File: config.mk
export PLATFORM = sky130hd
export DESIGN_NAME = ps2_frame_rx
export DESIGN_NICKNAME = d
export VERILOG_FILES = /design/src/rtl/ps2_pkg.sv /design/src/rtl/ps2_frame_rx_line_filter.sv /design/src/rtl/ps2_frame_rx.sv
export SDC_FILE = /design/constraint.sdc
export NUM_CORES = 1
export LEC_CHECK = 0
export CAP_MARGIN = 10
export CORE_MARGIN = 5
export CORE_UTILIZATION = 30
export DETAILED_ROUTE_END_ITERATION = 10
export PLACE_DENSITY = 0.46
export SYNTH_ARGS = -nofsm -noshare
export SYNTH_HDL_FRONTEND = slang
export SYNTH_SLANG_ARGS = --single-unit
File: constraint.sdc
create_clock -name CLOCK_50 -period 2.3 [get_ports CLOCK_50]
set_input_delay 0.345 -clock CLOCK_50 [delete_from_list [all_inputs] [get_ports CLOCK_50]]
set_output_delay 0.345 -clock CLOCK_50 [all_outputs]
set_load 0.02 [all_outputs]
File: src/rtl/ps2_pkg.sv
// Shared constants and the scan-event record for the PS/2 receive path.
package ps2_pkg;

    localparam logic [7:0] PS2_PREFIX_EXT = 8'hE0;
    localparam logic [7:0] PS2_PREFIX_REL = 8'hF0;
    localparam int         PS2_FRAME_BITS = 11;

    typedef struct packed {
        logic [7:0] code;
        logic       ext;
        logic       rel;
    } ps2_event_t;

endpackage

File: src/rtl/ps2_frame_rx_line_filter.sv
// Two-flop synchroniser followed by a saturating glitch filter for one PS/2 pin.
module ps2_line_filter
    import ps2_pkg::*;
#(
    parameter int FILTER_LEN = 16
) (
    input  logic clk,
    input  logic reset,
    input  logic pin,
    output logic filt
);

    localparam int CW = $clog2(FILTER_LEN + 1);

    logic [1:0]    sync_q;
    logic [CW-1:0] cnt_q;

    // The count tracks consecutive samples that disagree with the filtered level.
    always_ff @(posedge clk) begin
        if (!reset) begin
            sync_q <= 2'b11;
            cnt_q  <= '0;
            filt   <= 1'b1;
        end else begin
            sync_q <= {sync_q[0], pin};
            if (sync_q[1] == filt) begin
                cnt_q <= '0;
            end else if (cnt_q == CW'(FILTER_LEN - 1)) begin
                filt  <= sync_q[1];
                cnt_q <= '0;
            end else begin
                cnt_q <= cnt_q + 1'b1;
            end
        end
    end

endmodule

File: src/rtl/ps2_frame_rx.sv
// PS/2 receiver: filtered line sampling, 11-bit frame checking, E0/F0 prefix
// folding and a single-entry event register on a valid/ready handshake.
module ps2_frame_rx
    import ps2_pkg::*;
#(
    parameter int FILTER_LEN     = 16,
    parameter int TIMEOUT_CYCLES = 100000
) (
    input  logic       CLOCK_50,
    input  logic       reset,
    input  logic       ps2_clk,
    input  logic       ps2_data,
    output logic [7:0] out_code,
    output logic       out_ext,
    output logic       out_rel,
    output logic       out_valid,
    input  logic       out_ready,
    output logic       err_parity,
    output logic       err_frame,
    output logic       overflow
);

    localparam int IW = $clog2(TIMEOUT_CYCLES + 1);

    logic clk_f, data_f;

    ps2_line_filter #(.FILTER_LEN(FILTER_LEN)) u_clk_filter (
        .clk   (CLOCK_50),
        .reset (reset),
        .pin   (ps2_clk),
        .filt  (clk_f)
    );

    ps2_line_filter #(.FILTER_LEN(FILTER_LEN)) u_data_filter (
        .clk   (CLOCK_50),
        .reset (reset),
        .pin   (ps2_data),
        .filt  (data_f)
    );

    logic clk_prev, fall_stb;

    always_ff @(posedge CLOCK_50) begin
        if (!reset) begin
            clk_prev <= 1'b1;
            fall_stb <= 1'b0;
        end else begin
            clk_prev <= clk_f;
            fall_stb <= clk_prev & ~clk_f;
        end
    end

    logic [PS2_FRAME_BITS-1:0] shift_q;
    logic [3:0]                bit_cnt;
    logic                      eval_q;
    logic [IW-1:0]             idle_cnt;
    logic                      timeout;

    // Only a partially received frame can time out; a strobe always wins.
    assign timeout = (bit_cnt != 4'd0) && !fall_stb &&
                     (idle_cnt == IW'(TIMEOUT_CYCLES - 1));

    always_ff @(posedge CLOCK_50) begin
        if (!reset) begin
            shift_q  <= '0;
            bit_cnt  <= 4'd0;
            eval_q   <= 1'b0;
            idle_cnt <= '0;
        end else begin
            eval_q <= 1'b0;
            if (fall_stb) begin
                shift_q  <= {data_f, shift_q[PS2_FRAME_BITS-1:1]};
                idle_cnt <= '0;
                if (bit_cnt == 4'(PS2_FRAME_BITS - 1)) begin
                    bit_cnt <= 4'd0;
                    eval_q  <= 1'b1;
                end else begin
                    bit_cnt <= bit_cnt + 4'd1;
                end
            end else if (timeout) begin
                bit_cnt  <= 4'd0;
                idle_cnt <= '0;
            end else if (bit_cnt != 4'd0) begin
                idle_cnt <= idle_cnt + 1'b1;
            end else begin
                idle_cnt <= '0;
            end
        end
    end

    // Frame layout, LSB first: start, data[7:0], odd parity, stop.
    logic [7:0] rx_byte;
    logic       frm_bad, par_bad, is_ext, is_rel, emit;

    assign rx_byte = shift_q[8:1];
    assign frm_bad = shift_q[0] | ~shift_q[10];
    assign par_bad = ~frm_bad & ~(^shift_q[9:1]);
    assign is_ext  = (rx_byte == PS2_PREFIX_EXT);
    assign is_rel  = (rx_byte == PS2_PREFIX_REL);
    assign emit    = eval_q & ~frm_bad & ~par_bad & ~is_ext & ~is_rel;

    logic ext_q, rel_q;

    always_ff @(posedge CLOCK_50) begin
        if (!reset) begin
            ext_q <= 1'b0;
            rel_q <= 1'b0;
        end else if (timeout || emit || (eval_q && (frm_bad || par_bad))) begin
            ext_q <= 1'b0;
            rel_q <= 1'b0;
        end else if (eval_q && is_ext) begin
            ext_q <= 1'b1;
        end else if (eval_q && is_rel) begin
            rel_q <= 1'b1;
        end
    end

    always_ff @(posedge CLOCK_50) begin
        if (!reset) begin
            err_frame  <= 1'b0;
            err_parity <= 1'b0;
        end else begin
            err_frame  <= timeout | (eval_q & frm_bad);
            err_parity <= eval_q & par_bad;
        end
    end

    // Handshake: an event is offered while out_valid is 1 and its fields stay
    // stable until the cycle out_valid && out_ready both hold, which transfers it.
    // A new event may load in that same cycle; arriving while stalled, it is dropped.
    ps2_event_t ev_q;
    logic       valid_q, stalled;

    assign stalled = valid_q & ~out_ready;

    always_ff @(posedge CLOCK_50) begin
        if (!reset) begin
            ev_q     <= '0;
            valid_q  <= 1'b0;
            overflow <= 1'b0;
        end else begin
            overflow <= emit & stalled;
            if (emit && !stalled) begin
                ev_q    <= '{code: rx_byte, ext: ext_q, rel: rel_q};
                valid_q <= 1'b1;
            end else if (valid_q && out_ready) begin
                valid_q <= 1'b0;
            end
        end
    end

    assign out_code  = ev_q.code;
    assign out_ext   = ev_q.ext;
    assign out_rel   = ev_q.rel;
    assign out_valid = valid_q;

endmodule

==> impl_metrics.yaml <==
clocking:
  clock_sinks: 67
  cts_tree: "yes"
  cts_made_buffers: 9
  clkSlewWorstSetupHoldPaths_ns: 0.08
  cts_resized: 0
  root_buffer: "clkbuf_8"
  post_cts_buffers: 0
  clk_path_buf_depth: 2
  clk_latency_ns: 0.34
  hold_buffers: 0
  cts_htree_levels: 3
sta:
  fmax_mhz: 532
  grt_setup_unrepaired: "false"
  slew_violations: 0
  relSlewSlack_pct: 72.7
  fin_crit_sh_pct: 81.7
  setup_violations: 0
  fin_skew_ns: 0.00793
  setup_slack_ns: 0.422
  hold_viol: 0
  tns_ns: 0
  worstMarginPinSlew_ns: 0.406
  fin_crit_ns: 1.88
floorplan:
  fp.dieW_um: 108
  coreArea_um2: 9280
  dieArea_um2: 11600
  top_level_ports: 19
  start_util_pct: 31.0
  core.rowCount: 35
  fp.dieH_um: 108
synthesis:
  ys.flop_type: "dfxtp_1"
  syn_avg_cell_area_um2: 9.65
  synthTopCellsByCount: "67 x dfxtp_1, 36 x nand2_1, 23 x mux2i_1"
  postSynthCellCount: 298
  async_flop_share_pct: 0
  synth_fp_nets: 316
  synth.distinct_cells: 49
  synth_edf_count: 0
  synth.area.top_cells: "dfxtp_1 47%, mux2i_1 8.0%, ha_1 5.7%, nand2_1 4.7%, xor2_1 3.7%"
  ys_ff_latch: 67
  yosysTopAreaCell: "dfxtp_1"
  yosys_warnings: 0
  synth.top_cell.area_share_pct: 46.6
  synth_area_um2: 2880
  yosysMostFrequentCell: "dfxtp_1"
  seq_area_frac_synth_pct: 46.6
min_path:
  holdCritPathClass: "reg2reg"
place:
  post-place-cells: 439
  place_hpwl_um: 3660
  pre_cts_ws_ns: 0.415
  numPortBuffers: 18
  gp_congestion: 0.748
detailed_routing:
  vias: 1992
  drt-total-wl_um: 5250
  route.detailed.drc: 0
  viasPerCell: 4.38
  wire_per_inst_um: 11.5
  antenna_left: 0
  drtPass1Iterations: 4
  drt_iter0_markers: 58
final_layout:
  finalNonFillerCells: 455
  finalNetCount: 339
  area_growth_pct: 19.9
  n_antenna_cell: 0
  drive_above_1_share_pct: 8.90
worst_setup_path:
  startpoint: "shift_q[7]$_SDFFE_PN0P_"
  end_kind: "register"
  regToRegEndpoint: "out_code[1]$_SDFFE_PN0P_"
  reg2reg_slack_ns: 0.42
  worstSetupEndpoint: "out_code[1]$_SDFFE_PN0P_"
  start_kind: "register"
  cp_max_fo: 10
  required_ns: 2.57
  rr_worst_depth: 6
  crit_type: "reg2reg"
  cp.arrival_ns: 2.15
  r2r-start: "shift_q[7]$_SDFFE_PN0P_"
power:
  peakVddDrop_mv: 0.243
  total_leakage_power_nw: 1.15
  power_mw: 2.38
  p_per_area_nw_per_um2: 691
global_route:
  grt-ovfl-total: 0
  grt_pass1_wl_um: 9020
  grt_pass1_vias: 1920
  antenna_found_initial: 0
  grt_usage_pct: 9.81
  grt_max_degree: 26
job:
  maxCapViolCount: 0
outcome:
  run_status: "completed"
[how the worst min path moves through the flow]
stage	from	to	cells after the start
2_1_floorplan	u_clk_filter.sync_q[0]$_SDFF_PN1_	u_clk_filter.sync_q[1]$_SDFF_PN1_	1
3_3_place_gp	u_clk_filter.sync_q[0]$_SDFF_PN1_	u_clk_filter.sync_q[1]$_SDFF_PN1_	1
3_5_place_dp	u_clk_filter.sync_q[0]$_SDFF_PN1_	u_clk_filter.sync_q[1]$_SDFF_PN1_	1
4_1_cts	u_clk_filter.sync_q[0]$_SDFF_PN1_	u_clk_filter.sync_q[1]$_SDFF_PN1_	1
5_1_grt	clk_prev$_SDFF_PN1_	fall_stb$_SDFF_PN0_	2
6_report	u_clk_filter.sync_q[0]$_SDFF_PN1_	u_clk_filter.sync_q[1]$_SDFF_PN1_	1
[cell usage in the layout (no fill, tap or decap), types with 2 or more instances in the layout]
cell              n
nor3_1           15
o21ai_0           7
and3b_1           2
nand2b_1          6
nor2_1           15
or3_1             2
a211oi_1          2
nand4_1           6
nor2b_1          13
nand2_1          36
dfxtp_1          67
clkbuf_8          9
nor4b_1           2
xnor2_1           8
clkinvlp_4        2
mux2i_1          23
nand3_1           6
bufinv_16         3
ha_1             13
and3_1            6
nand3b_1          2
buf_4             6
clkdlybuf4s50_1  18
a21oi_1           2
xor2_1           12
nor4_1            2
inv_1            16
[critical path: stages (launching register included)]
cell and delay, ns:
dfxtp_1 0.34, ha_1 0.31, xnor3_1 0.35, xnor2_1 0.19, nor3_2 0.19, buf_4 0.23, mux2i_1 0.19
[routing by layer]
metal	track usage (%)	wire (um)	up-vias
met5	0	0	-
met4	5.14	123	0
met3	3.12	171	10
met2	14.4	2240	18
met1	12.8	2720	906
li1	-	-	1058
[cells by family (layout without fill, tap and decap cells)]
group | after synthesis | in the layout | synth area share, %
AO/OA/AOI/OAI | 21 | 21 | 5.05
AND/OR/NAND/NOR | 125 | 125 | 23.6
buffers and inverters | 28 | 56 | 4.18
multiplexers | 23 | 23 | 8.00
XOR/XNOR | 21 | 21 | 6.87
flip-flops | 67 | 67 | 46.6
adder cells (fa/ha/maj) | 13 | 13 | 5.65
[registers in the layout, summed over array words and instances, names as in the netlist, 2 cells and up]
register              count
out_code                  8
u_data_filter.cnt_q       5
idle_cnt                 17
u_clk_filter.cnt_q        5
u_clk_filter.sync_q       2
bit_cnt                   4
shift_q                  11
u_data_filter.sync_q      2
[through the flow]
step | area [um2] | hold WS, ns | util (%)
after floorplan | 2880 | 0.386 | -
after global placement | 3210 | 0.405 | 34.6
after detailed placement | 3210 | 0.396 | 34.6
after CTS | 3450 | 0.420 | 37.2
after global routing | 3450 | 0.438 | 37.2
final | 3450 | 0.414 | 37.2
[layout make-up]
cell class | count | area, um2
clock buffer | 10 | 128
clock inverter | 6 | 114
fill | 985 | 5830
inverter | 16 | 60.1
multi-input combinational | 203 | 1420
sequential | 67 | 1340
tap | 129 | 161
timing repair buffer | 24 | 225
[where the power goes]
group          internal, mW  total, mW  switching (mW)
logic                0.0159     0.0371          0.0212
registers              1.16       1.17         0.00196
clock network         0.722       1.18           0.458
(Power assumes the default switching activity.)
